==> config.mk <==
export PLATFORM = sky130hd
export DESIGN_NAME = apb_regfile_completer
export DESIGN_NICKNAME = d
export VERILOG_FILES = /design/src/rtl/apb_pkg.sv /design/src/rtl/apb_wait_timer.sv /design/src/rtl/apb_regfile_completer.sv
export SDC_FILE = /design/constraint.sdc
export NUM_CORES = 1
export LEC_CHECK = 0
export BUFFER_PORTS_ARGS = -buffer_cell sky130_fd_sc_hd__clkbuf_2
export CAP_MARGIN = 20
export CELL_PAD_IN_SITES_DETAIL_PLACEMENT = 0
export CELL_PAD_IN_SITES_GLOBAL_PLACEMENT = 1
export CORE_MARGIN = 2
export CORE_UTILIZATION = 36
export DETAILED_ROUTE_END_ITERATION = 8
export PLACE_DENSITY = 0.79
export SETUP_SLACK_MARGIN = 0.15
export SLEW_MARGIN = 10
export SYNTH_ARGS = -nofsm -noshare
export SYNTH_HDL_FRONTEND = slang
export SYNTH_SLANG_ARGS = --single-unit
==> constraint.sdc <==
create_clock -name clk -period 1.73 [get_ports clk]
set_clock_uncertainty 0.15 [all_clocks]
set_input_delay 0.173 -clock clk [delete_from_list [all_inputs] [get_ports clk]]
set_output_delay 0.173 -clock clk [all_outputs]
set_load 0.005 [all_outputs]
==> src/rtl/apb_pkg.sv <==
// rtl/apb_pkg.sv - shared types, constants and access-legality rule for the APB register-file completer
package apb_pkg;

  typedef enum logic {
    IDLE   = 1'b0,
    ACCESS = 1'b1
  } state_t;

  localparam int DATA_W    = 8;
  localparam int RF_ADDR_W = 3;
  localparam int NUM_REGS  = 8;
  localparam logic [RF_ADDR_W-1:0] APB_REG_IDX = 3'd7;

  // Reads may target any of the eight registers; only register 7 accepts APB writes.
  // The address is taken zero-extended to 32 bits so the rule sees every upper bit.
  function automatic logic is_legal(input logic [31:0] addr, input logic write);
    if (write) begin
      return addr == {29'd0, APB_REG_IDX};
    end
    return addr < 32'(NUM_REGS);
  endfunction

endpackage

==> src/rtl/apb_wait_timer.sv <==
// rtl/apb_wait_timer.sv - loadable down-counter that paces APB wait states
module apb_wait_timer #(
  parameter int WAIT_CYCLES = 1
) (
  input  logic clk_i,
  input  logic rst_ni,
  input  logic load_i,
  input  logic dec_i,
  output logic done_o,
  output logic next_zero_o
);

  localparam logic [3:0] LOAD_VAL = 4'(WAIT_CYCLES);

  logic [3:0] count_q, count_d;

  // Load takes priority; decrement stops at zero.
  always_comb begin
    count_d = count_q;
    if (load_i) begin
      count_d = LOAD_VAL;
    end else if (dec_i && (count_q != 4'd0)) begin
      count_d = count_q - 4'd1;
    end
  end

  // Counter register, cleared by reset.
  always_ff @(posedge clk_i or negedge rst_ni) begin
    if (!rst_ni) begin
      count_q <= 4'd0;
    end else begin
      count_q <= count_d;
    end
  end

  assign done_o      = (count_q == 4'd0);
  // Lets the caller register its completion outputs one edge early.
  assign next_zero_o = (count_d == 4'd0);

endmodule

==> src/rtl/apb_regfile_completer.sv <==
// rtl/apb_regfile_completer.sv - APB3 completer bridging the bus to the 8x8 register file
module apb_regfile_completer
  import apb_pkg::*;
#(
  parameter int ADDR_W      = 8,   // up to 32 bits
  parameter int WAIT_CYCLES = 1    // 0..15
) (
  input  logic                 clk,
  input  logic                 rst_n,
  input  logic                 psel,
  input  logic                 penable,
  input  logic                 pwrite,
  input  logic [ADDR_W-1:0]    paddr,
  input  logic [DATA_W-1:0]    pwdata,
  output logic [DATA_W-1:0]    prdata,
  output logic                 pready,
  output logic                 pslverr,
  output logic                 rf_write_en,
  output logic                 rf_apb_op,
  output logic [DATA_W-1:0]    rf_apb_data,
  output logic [RF_ADDR_W-1:0] rf_read_addr,
  input  logic [DATA_W-1:0]    rf_read_data
);

  state_t              state_q, state_d;
  logic [ADDR_W-1:0]   addr_q;
  logic                write_q;
  logic [DATA_W-1:0]   wdata_q;

  logic [DATA_W-1:0]   prdata_q, prdata_d;
  logic [DATA_W-1:0]   apb_data_q, apb_data_d;
  logic                pready_q, pready_d;
  logic                pslverr_q, pslverr_d;
  logic                write_en_q, write_en_d;

  logic                take_setup;
  logic                dec;
  logic                timer_done;
  logic                timer_next_zero;
  logic                legal;
  logic [ADDR_W-1:0]   cur_addr;
  logic                cur_write;
  logic [DATA_W-1:0]   cur_wdata;

  // A setup phase is only accepted from IDLE; a stray penable there is ignored.
  assign take_setup = (state_q == IDLE) && psel && !penable;
  // Count down only during a genuine access phase that has not yet completed.
  assign dec = (state_q == ACCESS) && psel && penable && !pready_q && !timer_done;

  // With zero wait states the transfer completes on the setup edge itself,
  // so the live bus values stand in for the not-yet-latched copies.
  assign cur_addr  = take_setup ? paddr  : addr_q;
  assign cur_write = take_setup ? pwrite : write_q;
  assign cur_wdata = take_setup ? pwdata : wdata_q;
  assign legal     = is_legal(32'(cur_addr), cur_write);

  apb_wait_timer #(
    .WAIT_CYCLES (WAIT_CYCLES)
  ) u_wait_timer (
    .clk_i       (clk),
    .rst_ni      (rst_n),
    .load_i      (take_setup),
    .dec_i       (dec),
    .done_o      (timer_done),
    .next_zero_o (timer_next_zero)
  );

  // Next-state and next-output decode; outputs are nonzero only for the completion cycle.
  always_comb begin
    state_d    = state_q;
    pready_d   = (take_setup || dec) && timer_next_zero;
    pslverr_d  = pready_d && !legal;
    write_en_d = pready_d && legal && cur_write;
    apb_data_d = write_en_d ? cur_wdata : '0;
    prdata_d   = (pready_d && legal && !cur_write) ? rf_read_data : '0;
    unique case (state_q)
      IDLE:   if (take_setup) state_d = ACCESS;
      ACCESS: if (!psel || pready_q) state_d = IDLE;
    endcase
  end

  // Control state and the transfer attributes captured at setup.
  always_ff @(posedge clk or negedge rst_n) begin
    if (!rst_n) begin
      state_q <= IDLE;
      addr_q  <= '0;
      write_q <= 1'b0;
      wdata_q <= '0;
    end else begin
      state_q <= state_d;
      if (take_setup) begin
        addr_q  <= paddr;
        write_q <= pwrite;
        wdata_q <= pwdata;
      end
    end
  end

  // Registered bus and register-file outputs.
  always_ff @(posedge clk or negedge rst_n) begin
    if (!rst_n) begin
      pready_q   <= 1'b0;
      pslverr_q  <= 1'b0;
      prdata_q   <= '0;
      write_en_q <= 1'b0;
      apb_data_q <= '0;
    end else begin
      pready_q   <= pready_d;
      pslverr_q  <= pslverr_d;
      prdata_q   <= prdata_d;
      write_en_q <= write_en_d;
      apb_data_q <= apb_data_d;
    end
  end

  assign pready       = pready_q;
  assign pslverr      = pslverr_q;
  assign prdata       = prdata_q;
  assign rf_write_en  = write_en_q;
  assign rf_apb_op    = write_en_q;
  assign rf_apb_data  = apb_data_q;
  assign rf_read_addr = (state_q == IDLE) ? paddr[RF_ADDR_W-1:0] : addr_q[RF_ADDR_W-1:0];

endmodule

# Word level (Yosys, flattened, before mapping)
# Index checks and enable logic that the tools add are counted.
# word_totals
register_bits	41
inputBits	29
output_inout_bits	23
wordCells	51
# classes
addsub	1
magnitude_cmp	1
n_eq_ne	1
mux	14
bitwise	1
n_reduce_logical	23
# ops
cell	n
2-to-1 mux 8 bit	4
logical AND 1 bit	12
equality test 8 x 3 -> 1 bit (second input constant)	1
logical NOT 4 bit	2
less-than comparator 8 x 4 -> 1 bit (second input constant)	1
2-to-1 mux 4 bit	2
logical NOT 1 bit	6
2-to-1 mux 1 bit	6
nonzero test 4 bit	1
subtractor 4 x 1 -> 4 bit (second input constant)	1
2-to-1 mux 3 bit	1
logical OR 1 bit	2
case mux 1 bit (2 select lines)	1
inverter 1 bit	1

# Longest topological paths before layout
# Gate-level depths: netlist of the first run.
# logic_depth
word_depth	12
mapped_depth	7
depth_no_buf	6

# Modules after synthesis
# Synthesis of the first run repeated with hierarchy kept, for this count alone.
# unflattened
cells_unflattened	127
area_unflattened_um2	1731.7
# by_module_without_submodules
mod	instances	cells_per_inst	area_per_inst_um2	seq_area_each_um2
apb_regfile_completer	1	98	1476.4	925.9
apb_wait_timer	1	29	255.2	100.1

# Worst setup path before layout of the first run
# Ideal clock, no wire load.
# synth_path
path_kind	reg-to-reg
start	register state_q
end	register apb_data_q[0], in the netlist rf_apb_data[0]
setup_ps	134
arrival_time_ps	1622
required_ps	1446
setup_slack_ps	-176
path_stages_with_launch	7
n_path_buf	1
synth_period_minus_slack_ps	1906
cell_sequence	dfrtp_1 -> buf_6 -> nor3b_4 -> mux2i_1 -> inv_2 -> nand2_2 -> nor3b_1
# synth_via
word_cells_on_any_way	24
classes_between	order compare: 1; eq/ne: 1; mux: 9; bitwise: 1; reduce/logical: 12
# synth_lines
item	line	source
start, declared	apb_regfile_completer.sv:25	state_t state_q, state_d;
start signal, assigned	apb_regfile_completer.sv:90	state_q <= state_d;
inverter 1 bit *	-	
logical AND 1 bit * (2 in series)	apb_regfile_completer.sv:46	assign take_setup = (state_q == IDLE) && psel && !penable;
2-to-1 mux 1 bit *	-	
via cur_write	apb_regfile_completer.sv:42	logic cur_write;
2-to-1 mux 1 bit	apb_pkg.sv:17	if (write) begin
2-to-1 mux 1 bit	apb_pkg.sv:20	return addr < 32'(NUM_REGS);
logical AND 1 bit	apb_regfile_completer.sv:73	write_en_d = pready_d && legal && cur_write;
logical AND 1 bit *	apb_regfile_completer.sv:73	
2-to-1 mux 8 bit *	apb_regfile_completer.sv:74	apb_data_d = write_en_d ? cur_wdata : '0;
via apb_data_d[0]	apb_regfile_completer.sv:31	logic [DATA_W-1:0] apb_data_q, apb_data_d;
end signal, assigned	apb_regfile_completer.sv:112	apb_data_q <= apb_data_d;
end, declared	apb_regfile_completer.sv:31	
# The timed path passes the listed nets; every way through them passes the cells marked *. The select of a mux whose other input is x is not followed.

# Worst setup path after layout of the first run
# layout_path
start	register addr_q[5]
end	register apb_data_q[3], in the netlist rf_apb_data[3]
# layout_via
elab_chain_len	7
word_cells_on_any_way	8
classes_between	order compare: 1; eq/ne: 1; mux: 4; reduce/logical: 2
# layout_lines
item	line	source
start, declared	apb_regfile_completer.sv:26	logic [ADDR_W-1:0] addr_q;
start signal, assigned	apb_regfile_completer.sv:92	addr_q <= paddr;
2-to-1 mux 8 bit *	-	
branches (longest 2 deep; another with less-than comparator 8 x 4 -> 1 bit)	-	
2-to-1 mux 1 bit *	apb_pkg.sv:20	
logical AND 1 bit * (2 in series)	apb_regfile_completer.sv:73	
2-to-1 mux 8 bit *	apb_regfile_completer.sv:74	
via apb_data_d[3]	apb_regfile_completer.sv:31	
# Mark *: on every way through the listed nets, which the timed path passes. The select of a mux whose other input is x is not followed.

==> results of run 1 <==
## critical path, cell delays in order (launching register included)
cell and delay, ns:
dfrtp_1 0.38, or4_4 0.54, nor3_4 0.23, o2111ai_2 0.22
nor3b_1 0.24
## layer usage
layer | GRT usage (%) | wire length, um | vias to the layer above
met5 | 0 | 0 | -
li1 | - | - | 653
met4 | 4.85 | 51 | 0
met2 | 23.7 | 1800 | 42
met1 | 19.9 | 1870 | 633
met3 | 4.39 | 188 | 6
## logic make-up after synthesis
kind of cell	count (synthesis)	synth area share, %
muxes	24	16.0
buffers and inverters	10	3.54
DFF	41	59.2
xor gates and xnor gates	3	1.52
and+or+nand+nor	47	15.8
AOI/OAI and AO/OA	6	3.18
adders and majority gates	1	0.722
## power breakdown
group	switching [W]	internal, W	total (W)
combinational	0.000312	0.000407	0.000719
clock	0.000330	0.000278	0.000608
sequential	0.0000639	0.00106	0.00112
total	0.000706	0.00174	0.00245
## flip-flops by register name, indices dropped and copies added (netlist names)
name / flops
addr_q: 8
prdata: 8
rf_apb_data: 8
wdata_q: 8
u_wait_timer.count_q: 4
pready: 1
pslverr: 1
rf_apb_op: 1
state_q: 1
write_q: 1
## path summary, 6_finish.rpt
| check | start | to | slack (ns) | cells after the start |
|---|---|---|---|---|
| worst max-delay path | addr_q[5] | rf_apb_data[3] | -0.12 | 4 |
| worst min-delay path | paddr[0] | addr_q[0] | 0.003 | 2 |
| worst max register to register | addr_q[5] | rf_apb_data[3] | -0.12 | 4 |
| worst min register to register | wdata_q[4] | wdata_q[4] | 0.34 | 1 |
| max in group asynchronous | rst_n | wdata_q[5] | 0.71 | 3 |
| min in group asynchronous | rst_n | rf_apb_op | 0.36 | 3 |
## synthesized netlist by cell type (all sizes together)
library cell	n
nor3	2
and2	2
buf	5
and3	2
o2111ai	1
mux2i	5
or3	1
or4	1
nand4b	1
nand3	2
ha	1
a21oi	2
nor3b	9
nand2	9
dfrtp	41
nor2	16
nand2b	1
o21ai	1
xor2	1
a211oi	1
mux2	19
o22ai	1
or4b	1
xnor2	2
inv	5
## through the flow
step                total power, W  setup slack [ns]  util [%]
floorplan                  0.00151           -0.0826         -
global placement           0.00171            -0.151      47.0
detailed placement         0.00172            -0.185      47.0
CTS                        0.00244            -0.132      55.8
global route               0.00260            -0.199      57.1
finish                     0.00245            -0.120      57.1
## cell type report
class / count / area [sq um] / share of cell area [%]
clock buffer: 5 / 68.8 / 2.57
clock inverter: 3 / 17.5 / 0.654
timing repair buffer: 95 / 691 / 25.8
tap: 54 / 67.6 / 2.52
sequential: 41 / 1030 / 38.3
multi-input combinational: 82 / 788 / 29.4
inverter: 5 / 18.8 / 0.701
## what timing repair did
action                                  4_1_cts  5_1_grt
endpoints found under the setup margin       24       31
setup buffers                                 1        2
cloned                                        1        0
pin swaps                                     3        3
gates resized for setup                      14       11
hold buffers                                 25        0
hold endpoints to repair                     65        0
==> results.md, run 1 <==
- Synth top area share: 59.2%
- Initial core utilization: 36.9%
- Number of max-cap violations: 0
- First-pass GRT wire length: 6030 um
- DRT antenna net count: 0
- Final wirelength: 3910 um
- I/O Buffers: 51
- Initial antenna violation count: 0
- CTS tree: yes
- Non-filler cells, final: 285
- Mapped cell area: 1730 sq um
- GRT overflow: 0
- Crit path max fanout: 5
- CTS sink count: 41
- Fraction of layout cells with a size suffix above 1: 52.4%
- RSZ-0062 raised after global routing: yes
- First-iteration detailed-routing DRC count: 44
- Syn Inst Count: 132
- Worst setup EP type: register
- Top area cells in the synthesized netlist: dfrtp_1 59%, mux2_2 12%, nor2_1 3.5%
- Crit path time final: 1.85 ns
- Via count: 1334
- Syn nets: 162
- Setup violations, final: 18
- Critical Path AT: 1.91 ns
- Hpwl dp: 2480 um
- Clock slew at reported path FFs: 0.08 ns
- TNS Setup: -1.69 ns
- #FFs+latches synth: 41
- Final routed DRC violation total: 0
- VDD IR max: 0.473 mV
- Die ar.: 5380 sq um
- Die Y-Extent: 73.4 um
- Commonest cells after routing, fill and taps aside: 51 x clkbuf_2, 41 x dfrtp_1, 25 x dlygate4sd3_1, 17 x mux2_4, 14 x nor2_1
- Die X: 73.4 um
- Largest net degree at the start of global routing: 42
- Outcome: finished with violations
- Number of diodes: 0
- Hold slack: 0.00292 ns
- Drt wl/cell: 13.7 um
- Row count: 25
- Worst setup SP type: register
- Nets: 260
- PD cells: 915 nW/um^2
- Syn_area_per_cell: 13.1 sq um
- Post-route cell area: 2680 sq um
- Seq/Total Area, Yosys: 59.2%
- Leak: 1.30 nW
- Slew headroom: 65.7%
- Yosys cell types: 34
- Final WS setup: -0.120 ns
- Post-synth top area cell: dfrtp_1
- Routability Congestion: 0.753
- Worst-Skew Late Latency: 0.30 ns
- H-tree levels: 2
- Gr usage total: 15.0%
- Core box area: 4690 sq um
- FILL cells: 395
- Fmax: 541 MHz
- Crit path kind: reg -> reg
- Pin slew with the least headroom to its limit: 0.514 ns
- Dpl cells: 248
- Yosys warnings: 0
- Avg Vias per Cell: 4.68
- DR pass1 iterations: 4
- Root Driver: clkbuf_8
- CTS Buf Count: 5
- Vias in the first global route: 1297
- Violated checks: setup timing
- Worst EP required: 1.79 ns
- I/O Pins: 52
- Final count of pins violating max slew: 0
- Area after DPL: 2210 sq um
- Period Utilization, post-route: 107%
- Area Growth Syn to Fin: 54.6%
- Final Hold Vio Count: 0
- Max Buffers Root-to-Sink: 2
- Hold Crit Class: in -> reg
- Most common cell after layout, fill and taps aside: clkbuf_2
(Power assumes the default switching activity.)
==> inputs of run 2 (changes only) <==
--- a/config.mk
+++ b/config.mk
@@ -5,15 +5,14 @@
 export SDC_FILE = /design/constraint.sdc
 export NUM_CORES = 1
 export LEC_CHECK = 0
-export BUFFER_PORTS_ARGS = -buffer_cell sky130_fd_sc_hd__clkbuf_2
 export CAP_MARGIN = 20
 export CELL_PAD_IN_SITES_DETAIL_PLACEMENT = 0
 export CELL_PAD_IN_SITES_GLOBAL_PLACEMENT = 1
 export CORE_MARGIN = 2
-export CORE_UTILIZATION = 36
+export CORE_UTILIZATION = 43
 export DETAILED_ROUTE_END_ITERATION = 8
-export PLACE_DENSITY = 0.79
-export SETUP_SLACK_MARGIN = 0.15
+export DONT_BUFFER_PORTS = 1
+export PLACE_DENSITY = 0.76
 export SLEW_MARGIN = 10
 export SYNTH_ARGS = -nofsm -noshare
 export SYNTH_HDL_FRONTEND = slang
==> constraint.sdc (replaced) <==
create_clock -name clk -period 1.73 [get_ports clk]
set_clock_uncertainty 0.15 [all_clocks]
set_input_delay 0.173 -clock clk [delete_from_list [all_inputs] [get_ports clk]]
set_output_delay 0.173 -clock clk [all_outputs]
set_load 0.1 [all_outputs]
==> run 2 against run 1 <==
  * The flow still finishes with violations (setup timing)
  * Sequential power barely moved
  * Wire length increased by 8.2%
  * Cell area rose by 0.79%
  * Non-clock buffer count fell by 22
  * Setup slack lost 0.023 ns
  * Register-to-register slack worse by 0.02 ns
  * Total power is 11% higher
  * Critical path depth up 1
  * Via count decreased by 5.3%
  * Critical endpoint is now rf_apb_data[7]
  * Largest cell class unchanged
  * Largest power group unchanged
==> results.md, run 2 (synthesis results as in run 1) <==
- RSZ-0062 raised after global routing: yes
- Core box area: 3940 sq um (-16%)
- CP bufs+invs: 1 (+1)
- Fraction of layout cells with a size suffix above 1: 48.1% (-4.3 points)
- Initial antenna violation count: 0 (unchanged)
- Number of max-cap violations: 0 (unchanged)
- Worst setup EP type: register
- Routability Congestion: 0.761 (+1.1%)
- PD cells: 1010 nW/um^2 (+10%)
- GRT overflow: 0 (unchanged)
- Die ar.: 4550 sq um (-15%)
- Gr usage total: 19.1% (+4.1 points)
- Setup Slack @ Placement: -0.245 ns (-0.0601 ns)
- Initial core utilization: 43.9% (+7.0 points)
- Fmax: 534 MHz (-1.2%)
- Final WS setup: -0.143 ns (-0.0234 ns)
- Outcome: finished with violations
- Largest net degree at the start of global routing: 42 (unchanged)
- DRT antenna net count: 0 (unchanged)
- Critical R2R Launch: addr_q[5]
- Max Buffers Root-to-Sink: 2 (unchanged)
- Die X: 67.5 um (-8.0%)
- Hold Crit Class: in -> reg
- RR Endpoint: rf_apb_data[7]
- Worst EP required: 1.80 ns (about the same)
- Crit-path leading delay family: simple AND/OR/NAND/NOR gates
- Dpl cells: 212 (-15%)
- Slew headroom: 79.8% (+14 points)
- CTS tree: yes
- Period Utilization, post-route: 108% (+1.4 points)
- CTS Buf Count: 5 (unchanged)
- VDD IR max: 0.689 mV (+46%)
- Max stage delay on crit path: 0.54 ns (about the same)
- Critical Path, Cell by Cell: or4_4 > nor3_4 > o2111ai_4 > buf_6 > nor3b_2
- I/O Pins: 52 (unchanged)
- Critical path depth in cells: 5 (+1)
- Row count: 23 (-8.0%)
- Final wirelength: 4230 um (+8.2%)
- First-iteration detailed-routing DRC count: 61 (+39%)
- Reg2reg path depth: 5 (+1)
- Violated checks: setup timing
- Worst setup SP type: register
- Most common cell after layout, fill and taps aside: dfrtp_1
- Nets: 237 (-8.8%)
- Area Growth Syn to Fin: 55.9%
- Critical Path AT: 1.94 ns (+0.03 ns)
- Final routed DRC violation total: 0 (unchanged)
- First-pass GRT wire length: 6150 um (+2.1%)
- Non-filler cells, final: 258 (-9.5%)
- Slowest CP cell: or4_4
- FF-to-FF setup slack: -0.14 ns (-0.02 ns)
- Number of diodes: 0 (unchanged)
- Hold slack: 0.151 ns (+0.148 ns)
- Clock slew at reported path FFs: 0.08 ns (about the same)
- I/O Buffers: 0 (-100%)
- Vias in the first global route: 1326 (+2.2%)
- Final count of pins violating max slew: 0 (unchanged)
- Critical path origin: addr_q[5]
- Die Y-Extent: 67.5 um (-8.0%)
- CTS sink count: 41 (unchanged)
- TNS Setup: -2.15 ns (-0.454 ns)
- Setup violations, final: 20 (+2)
- Post-route cell area: 2700 sq um (+0.79%)
- DR pass1 iterations: 4 (unchanged)
- Root Driver: clkbuf_8
- FILL cells: 265 (-33%)
- Via count: 1263 (-5.3%)
- CP endpoint: rf_apb_data[7]
- Leak: 1.22 nW (-6.2%)
- Pin slew with the least headroom to its limit: 0.298 ns (-0.217 ns)
- Commonest cells after routing, fill and taps aside: 39 x dfrtp_1, 35 x buf_4, 28 x dlygate4sd3_1, 16 x mux2_2, 15 x nor2_1
- Crit path time final: 1.87 ns (+0.0234 ns)
- H-tree levels: 2 (unchanged)
- Hpwl dp: 2470 um (-0.49%)
- Final Hold Vio Count: 0 (unchanged)
- Crit path kind: reg -> reg
- Worst-Skew Late Latency: 0.29 ns (about the same)
- Area after DPL: 2080 sq um (-5.7%)
- Avg Vias per Cell: 4.90 (+4.6%)
- Drt wl/cell: 16.4 um (+19%)
- Crit path max fanout: 4 (-1)
[run 2: worst min-delay path by stage]
stage                     startpoint                 endpoint  slack (ns)  cells after the start
final                       paddr[2]           rf_apb_data[6]        0.15                      4
after global routing        paddr[2]           rf_apb_data[6]        0.17                      4
after CTS                    penable  u_wait_timer.count_q[2]        0.13                      3
after detailed placement       rst_n                prdata[0]       -0.27                      0
after global placement         rst_n                prdata[0]       -0.27                      0
after floorplan                rst_n                addr_q[0]       -0.27                      0
[run 2: cell type report]
type | count | area, sq um | area share [%]
Sequential cell | 41 | 1030 | 38.2
Multi-Input combinational cell | 81 | 767 | 28.4
Timing Repair Buffer | 73 | 699 | 25.9
Clock buffer | 6 | 82.6 | 3.06
Tap cell | 50 | 62.6 | 2.32
Clock inverter | 2 | 37.5 | 1.39
Inverter | 5 | 18.8 | 0.695
[run 2: worst min-delay path: cells and delay by family]
kind          cells  cell delay (ns)
mux               1             0.10
simple gates      3             0.29
[run 2: routing by layer]
metal	wire [um]	track usage [%]	vias to the layer above
met1	1620	21.1	618
li1	-	-	596
met3	215	5.83	8
met5	0	0	-
met4	62	7.40	0
met2	2330	34.2	41
[run 2: what timing repair did]
action,in CTS,in global routing
hold buffers,29,0
pin swaps,11,7
gates cloned,0,0
endpoints found under the setup margin,19,25
resized for setup,13,15
setup buffers,4,6
hold endpoints to repair,67,0
[run 2: per-stage QoR]
step	util [%]	power, W
floorplan	-	0.00157
detailed placement	52.7	0.00173
CTS	65.7	0.00265
global placement	52.7	0.00171
finish	68.5	0.00273
global route	68.5	0.00285
[run 2: power by group]
part / total [W] / switching [W] / internal [W] / leakage (nW)
combinational: 0.000789 / 0.000414 / 0.000375 / 0.637
sequential: 0.00113 / 0.0000708 / 0.00106 / 0.526
clock: 0.000806 / 0.000337 / 0.000469 / 0.0574
